<file path="src/rtl/instr_fetch_unit.sv">
// Instruction fetch and IR stage: runs one instruction-memory read per control-unit request,
// latches the word into the IR and exposes its decoded fields; a watchdog replaces hung fetches with a NOP.
module instr_fetch_unit #(
  parameter int                   INSTR_W   = 18,
  parameter int                   ADDR_W    = 12,
  parameter int                   TIMEOUT   = 16,
  parameter logic [INSTR_W-1:0]   NOP_INSTR = 18'h3F000
) (
  input  logic               clk,
  input  logic               rst,
  input  logic               cyc_i,
  input  logic               stb_i,
  input  logic [ADDR_W-1:0]  pc_i,
  output logic               inst_ack_o,
  output logic [ADDR_W-1:0]  imem_adr_o,
  output logic               imem_cyc_o,
  output logic               imem_stb_o,
  input  logic [INSTR_W-1:0] imem_dat_i,
  input  logic               imem_ack_i,
  output logic [INSTR_W-1:0] ir_o,
  output logic [6:0]         op_o,
  output logic [3:0]         rd_o,
  output logic [3:0]         rs_o,
  output logic [2:0]         func_o,
  output logic [10:0]        imm_o,
  output logic               fetch_err_o
);

  localparam int CNT_W = (TIMEOUT > 1) ? $clog2(TIMEOUT) : 1;
  localparam logic [CNT_W-1:0] WDOG_LAST = (TIMEOUT > 0) ? CNT_W'(TIMEOUT - 1) : '0;

  typedef enum logic [1:0] {
    IDLE = 2'd0,
    BUSY = 2'd1,
    DONE = 2'd2
  } state_t;

  state_t              state_q, state_d;
  logic [ADDR_W-1:0]   adr_q, adr_d;
  logic                bus_q, bus_d;
  logic [INSTR_W-1:0]  ir_q, ir_d;
  logic                err_q, err_d;
  logic [CNT_W-1:0]    wdog_q, wdog_d;

  logic req;
  logic wdog_hit;

  assign req      = cyc_i & stb_i;
  assign wdog_hit = (TIMEOUT > 0) && (wdog_q == WDOG_LAST);

  // Abort (request withdrawn) takes priority over a late ack; an ack beats the watchdog.
  always_comb begin
    state_d = state_q;
    adr_d   = adr_q;
    bus_d   = bus_q;
    ir_d    = ir_q;
    err_d   = err_q;
    wdog_d  = wdog_q;
    case (state_q)
      IDLE: begin
        if (req) begin
          state_d = BUSY;
          adr_d   = pc_i;
          bus_d   = 1'b1;
          wdog_d  = '0;
        end
      end
      BUSY: begin
        if (!req) begin
          state_d = IDLE;
          bus_d   = 1'b0;
        end else if (imem_ack_i) begin
          ir_d    = imem_dat_i;
          bus_d   = 1'b0;
          state_d = DONE;
        end else if (wdog_hit) begin
          ir_d    = NOP_INSTR;
          err_d   = 1'b1;
          bus_d   = 1'b0;
          state_d = DONE;
        end else if (TIMEOUT > 0) begin
          wdog_d  = wdog_q + 1'b1;
        end
      end
      DONE: begin
        if (!stb_i) state_d = IDLE;
      end
      default: state_d = IDLE;
    endcase
  end

  always_ff @(posedge clk) begin
    if (rst) begin
      state_q <= IDLE;
      adr_q   <= '0;
      bus_q   <= 1'b0;
      ir_q    <= NOP_INSTR;
      err_q   <= 1'b0;
      wdog_q  <= '0;
    end else begin
      state_q <= state_d;
      adr_q   <= adr_d;
      bus_q   <= bus_d;
      ir_q    <= ir_d;
      err_q   <= err_d;
      wdog_q  <= wdog_d;
    end
  end

  // Ack is combinational so the control unit advances on the same edge that loads the IR.
  assign inst_ack_o = !rst && (state_q == BUSY) && req && (imem_ack_i || wdog_hit);

  // Gating with rst releases the memory bus without waiting for the reset edge.
  assign imem_cyc_o  = bus_q & ~rst;
  assign imem_stb_o  = bus_q & ~rst;
  assign imem_adr_o  = adr_q;
  assign fetch_err_o = err_q;

  assign ir_o   = ir_q;
  assign op_o   = ir_q[17:11];
  assign rd_o   = ir_q[10:7];
  assign rs_o   = ir_q[6:3];
  assign func_o = ir_q[2:0];
  assign imm_o  = ir_q[10:0];

endmodule

</file>
<file path="config.mk">
export PLATFORM = sky130hd
export DESIGN_NAME = instr_fetch_unit
export DESIGN_NICKNAME = d
export VERILOG_FILES = /design/src/rtl/instr_fetch_unit.sv
export SDC_FILE = /design/constraint.sdc
export NUM_CORES = 1
export LEC_CHECK = 0
export CORE_AREA = 2 2 85 62
export DETAILED_ROUTE_END_ITERATION = 8
export DIE_AREA = 0 0 87 64
export PLACE_DENSITY = 0.75
export SLEW_MARGIN = 25
export SYNTH_ARGS = -nofsm -noshare
export SYNTH_HDL_FRONTEND = slang
export SYNTH_SLANG_ARGS = --single-unit
</file>
<file path="constraint.sdc">
create_clock -name clk -period 2.1 [get_ports clk]
set_input_delay 0.525 -clock clk [delete_from_list [all_inputs] [get_ports clk]]
set_output_delay 0.525 -clock clk [all_outputs]
set_load 0.03 [all_outputs]
</file>
==> flow_metrics.tcl, run 1 <==
set metrics [dict create \
    status "complete, no violations" \
    grt_pass1_wl_mm 7.33 \
    synth_most_common_cell "dfxtp_1" \
    synth_cell_type_count 34 \
    numCtsBuffers 5 \
    rr_startpoint "wdog_q[0]" \
    drv_cap 0 \
    max-vdd-ir-drop_uv 254 \
    via_per_inst 4.92 \
    synth_fp_nets 252 \
    cp_slowest_cell "dfxtp_1" \
    hold_end "imem_adr_o[0]" \
    syn_to_final_growth_pct 53.8 \
    clockRootBuffer "clkbuf_8" \
    die_height_um 64 \
    initial_utilization 0.374 \
    period_minus_slack_ps 2000 \
    grt_pass1_vias 1586 \
    async_reset_ff_frac 0 \
    die_area_um2 5570 \
    min_period_over_period 0.954 \
    crit_required_ps 1570 \
    cts_max_path_buffers 2 \
    r2r-end "state_q[1]" \
    antenna_cells 0 \
    coreArea_um2 4700 \
    grt_overflow 0 \
    worst_setup_path_start_kind "register" \
    io_pins 98 \
    hold_class "register to register" \
    die_w_um 87 \
    vias 1693 \
    hold_violations 0 \
    crit_fanout 4 \
    fmaxAchievable_mhz 499 \
    finalWorstSetupSlack_ps 96.4 \
    worstPathArrival_ps 1480 \
    crit_buf_inv 1 \
    final_layout_size_suffix_gt1_frac 0.101 \
    r2r_cells 6 \
    synth_top_cell_area_share 0.432 \
    drc_errors 0 \
    routed_wl_mm 4.51 \
    crit_family "simple AND/OR/NAND/NOR gates" \
    track_usage 0.168 \
    wl_per_cell_um 13.1 \
    setup_viol 0 \
    synthCells 216 \
    dp_cells 336 \
    synth_common_cells "38 x dfxtp_1, 32 x a21oi_1, 31 x buf_4" \
    yosysWarnings 0 \
    min_path_cells 2 \
    cts_tree "yes" \
    maxSlewHeadroom 0.773 \
    synth_flop_cell "dfxtp_1" \
    ant_nets 0 \
    clk_latency_ps 290 \
    antenna_found_initial 0 \
    final_core_util 0.576 \
    syn_avg_cell_area_um2 8.15 \
    post-place-ws_ps -27.6 \
    synth_area_leader_cell "dfxtp_1" \
    final_cells 344 \
    skew_ps 3.21 \
    grt_max_degree 28 \
    synth_edf_count 0 \
    synth_seq_cells 38 \
    clk_pin_slew_ps 70 \
    hpwlAfterDp_mm 3.31 \
    gp_congestion 0.736 \
    slew_violations 0 \
    cts.sink_count 38 \
    hold_start "imem_adr_o[0]" \
    p_leak_nw 0.965 \
    slowest_delay_ps 370 \
    drtIter0Drc 59 \
    r2r_slack_ps 670 \
    syn-cell-area_um2 1760 \
    worst_slew_pin_slew_ps 339 \
    seq_area_frac_synth 0.432 \
    port_buffers 97 \
    criticalPathCategory "register to output port" \
    rsz0062_at_grt "no" \
    rows 21 \
    synth_area_leaders "dfxtp_1 43%, buf_4 13%, a21oi_1 9.1%" \
    first_pass_iters 4 \
    htreeDepth 2 \
    path_cells "ha_1, and3_1, o21ai_2, nor2_2, buf_6" \
    powerDensity_nw_per_um2 589 \
    end_kind "output port" \
    final_net_count 323 \
]
## worst max path at each step
stage	from	end	slack (ps)	cells past startpoint
2_1_floorplan	stb_i	inst_ack_o	120	5
3_3_place_gp	stb_i	inst_ack_o	-10	5
3_5_place_dp	stb_i	inst_ack_o	-30	5
4_1_cts	wdog_q[0]	inst_ack_o	90	5
5_1_grt	wdog_q[0]	inst_ack_o	5	5
6_report	wdog_q[0]	inst_ack_o	100	5
## logic make-up (layout without fill, tap and decap cells)
kind of cell	Yosys count	after routing	synth area share
AO/OA/AOI/OAI	58	58	0.179
flip-flops	38	38	0.432
buffers and inverters	48	119	0.174
adder cells (fa/ha/maj)	1	1	0.00711
AND/OR/NAND/NOR	71	71	0.208
## registers in the layout, summed over array words and instances (netlist names)
register / flops
fetch_err_o: 1
imem_adr_o: 12
wdog_q: 4
state_q: 2
ir_o: 18
bus_q: 1
## layer usage
| metal | vias to the layer above | global-route usage | part of all wire |
|---|---|---|---|
| met5 | - | 0 | 0 |
| met4 | 0 | 0.0723 | 0.019 |
| met3 | 10 | 0.0465 | 0.071 |
| met2 | 65 | 0.276 | 0.46 |
| met1 | 763 | 0.205 | 0.45 |
| li1 | 855 | - | - |
## power breakdown
group | leakage, nW | switching (mW) | internal (mW)
Combinational | 0.599 | 0.110 | 0.113
Sequential | 0.308 | 0.0105 | 0.736
Clock | 0.0573 | 0.246 | 0.380
Total | 0.965 | 0.366 | 1.23
## worst min-delay path: cells and delay by family, from the launching register on
| family | cells | cell delay (ps) |
|---|---|---|
| flops | 1 | 310 |
| simple gates | 1 | 50 |
| compound gates | 1 | 50 |
## cell type report
class	instances	area, um2
fill	430	2000
timing repair buffer	109	1050
sequential	38	761
multi-input combinational	130	702
clock buffer	6	82.6
tap	57	71.3
clock inverter	1	30.0
inverter	3	11.3
## cell usage in the layout (no fill, tap or decap), types with 3 or more instances in the layout
master	n
a21oi_1	32
a31oi_1	5
buf_4	14
clkbuf_8	6
clkdlybuf4s50_1	91
dfxtp_1	38
inv_1	3
nand2_1	26
nand2b_1	3
nand3_1	13
nor2_1	8
nor3_1	4
nor4_1	3
o21ai_0	14
## what timing repair did
action	in CTS	in global routing
endpoints found under the setup margin	1	0
resized for setup	4	0
hold endpoints to repair	0	0
hold buffers	0	0
buffers inserted	1	0
## per-stage QoR
step	hold WS [ps]	area (um2)	TNS, ps	total power [mW]
final	455	2710	0	1.59
after floorplan	467	1770	0	0.871
after CTS	456	2710	0	1.61
after global placement	442	2580	-13.8	0.984
after detailed placement	446	2580	-27.6	0.987
after global routing	477	2710	0	1.66
Note: power is estimated with default switching activity, not from simulation.
==> run 2, diff against run 1 <==
CELL_PAD_IN_SITES_DETAIL_PLACEMENT = 1   (was not set)
CELL_PAD_IN_SITES_GLOBAL_PLACEMENT = 2   (was not set)
CORE_AREA = 2 2 116 84   (was 2 2 85 62)
DIE_AREA = 0 0 118 86   (was 0 0 87 64)
==> run 2 against run 1 <==
Effect of this change: total power is 16% higher; sequential share of layout area is 1.4 points lower; count of clock-buffer cells in the layout stayed put; setup slack worse by 39 ps; via count is 3.8% higher; fmax is 1.9% lower; first-iteration DRC count is 10% lower; cell area is 5.2% higher; global-route usage is 5.7 points lower; sequential power hardly changed; die area is 82% higher; hold slack worse by 0.81 ps.
==> flow_metrics.tcl, run 2 (synthesized netlist as in run 1, its figures left out) <==
set metrics [dict create \
    crit_fanout 3 \
    worstPathArrival_ps 1520 \
    numCtsBuffers 5 \
    p_leak_nw 0.998 \
    rows 29 \
    hold_start "imem_adr_o[2]" \
    die_w_um 118 \
    port_buffers 97 \
    cp_slowest_cell "clkdlybuf4s50_1" \
    track_usage 0.111 \
    routed_wl_mm 5.61 \
    rsz0062_at_grt "no" \
    worst_slew_pin_slew_ps 480 \
    grt_pass1_vias 1723 \
    worst_setup_path_start_kind "register" \
    cts_tree "yes" \
    ant_nets 0 \
    status "complete, no violations" \
    die_area_um2 10100 \
    initial_utilization 0.196 \
    drtIter0Drc 53 \
    vias 1757 \
    end_kind "output port" \
    slowest_delay_ps 680 \
    largest_reg_flops 18 \
    die_height_um 86 \
    fin_setup_tns_ps 0 \
    hold_slack_ps 454 \
    syn_to_final_growth_pct 61.8 \
    fmaxAchievable_mhz 489 \
    first_pass_iters 4 \
    final_core_util 0.318 \
    antenna_found_initial 0 \
    hold_class "register to register" \
    hold_violations 0 \
    finalWorstSetupSlack_ps 57.0 \
    cts_max_path_buffers 2 \
    final_cells 410 \
    drv_cap 0 \
    rr_startpoint "wdog_q[0]" \
    clk_pin_slew_ps 50 \
    final_common_cell "clkdlybuf4s50_1" \
    path_cells "nor2b_2, clkdlybuf4s50_1" \
    grt_max_degree 46 \
    cts.sink_count 38 \
    holdBufCountCts 0 \
    layout_common_cells "92 x clkdlybuf4s50_1, 38 x dfxtp_1, 32 x a21oi_1, 26 x nand2_1, 14 x o21ai_0" \
    dp_cells 403 \
    skew_ps 4.02 \
    final_layout_size_suffix_gt1_frac 0.0944 \
    worstSetupStartpoint "bus_q" \
    post-place-ws_ps -66.5 \
    coreArea_um2 8960 \
    hpwlAfterDp_mm 4.13 \
    post-cts-setup-buffer-count 0 \
    antenna_cells 0 \
    setup_viol 0 \
    grt_pass1_wl_mm 9.00 \
    slew_violations 0 \
    multiInputGateArea_um2 703 \
    clk_latency_ps 280 \
    clockRootBuffer "clkbuf_16" \
    ff_latch_area_um2 761 \
    io_pins 98 \
    fillers 1053 \
    max-vdd-ir-drop_uv 220 \
    grt_overflow 0 \
    criticalPathCategory "register to output port" \
    htreeDepth 2 \
    wl_per_cell_um 13.7 \
    via_per_inst 4.29 \
    drc_errors 0 \
    powerDensity_nw_per_um2 649 \
    gp_congestion 0.705 \
    maxSlewHeadroom 0.680 \
    period_minus_slack_ps 2040 \
    crit_required_ps 1570 \
    min_period_over_period 0.973 \
    final_net_count 322 \
]
-- run 2: power breakdown --
part	leakage, nW	switching, mW	total, mW	internal, mW
Combinational	0.607	0.115	0.227	0.112
Sequential	0.308	0.0114	0.749	0.737
Clock	0.0829	0.288	0.874	0.586
-- run 2: layer usage --
| metal | vias to the layer above | wire (um) | global-route usage |
|---|---|---|---|
| met1 | 838 | 2780 | 0.150 |
| met5 | - | 0 | 0 |
| met2 | 61 | 2450 | 0.172 |
| li1 | 856 | - | - |
| met3 | 2 | 364 | 0.0406 |
| met4 | 0 | 23 | 0.0197 |
-- run 2: what timing repair did --
action / in CTS / in global routing
endpoints found under the setup margin: 1 / 3
gates cloned: 0 / 0
pin swaps: 2 / 0
resized for setup: 4 / 2
-- run 2: worst paths after layout --
check | to | slack, ps | cells after the start
worst min-delay path | imem_adr_o[2] | 450 | 2
worst max-delay path | imem_stb_o | 60 | 2
worst min register to register | imem_adr_o[2] | 450 | 2
worst max register to register | wdog_q[0] | 630 | 4
-- run 2: metrics by stage --
| step | total power, mW | instance area (um2) |
|---|---|---|
| after floorplan | 0.871 | 1770 |
| after global placement | 0.993 | 2670 |
| after detailed placement | 0.996 | 2670 |
| after CTS | 1.89 | 2850 |
| after global routing | 1.94 | 2850 |
| final | 1.85 | 2850 |
-- run 2: final cells by class --
| cell class | count | area share |
|---|---|---|
| well taps | 124 | 0.0545 |
| clock inverters | 1 | 0.0105 |
| multi-input cells | 130 | 0.247 |
| repair buffers | 108 | 0.368 |
| inverters | 3 | 0.00395 |
| flip-flops and latches | 38 | 0.267 |
| clock buffers | 6 | 0.0487 |
-- run 2: worst max-delay path: cells and delay by family (launching register included) --
family	cells	cell delay, ps
and+or+nand+nor	1	190
DFF	1	370
buffers and inverters	1	680
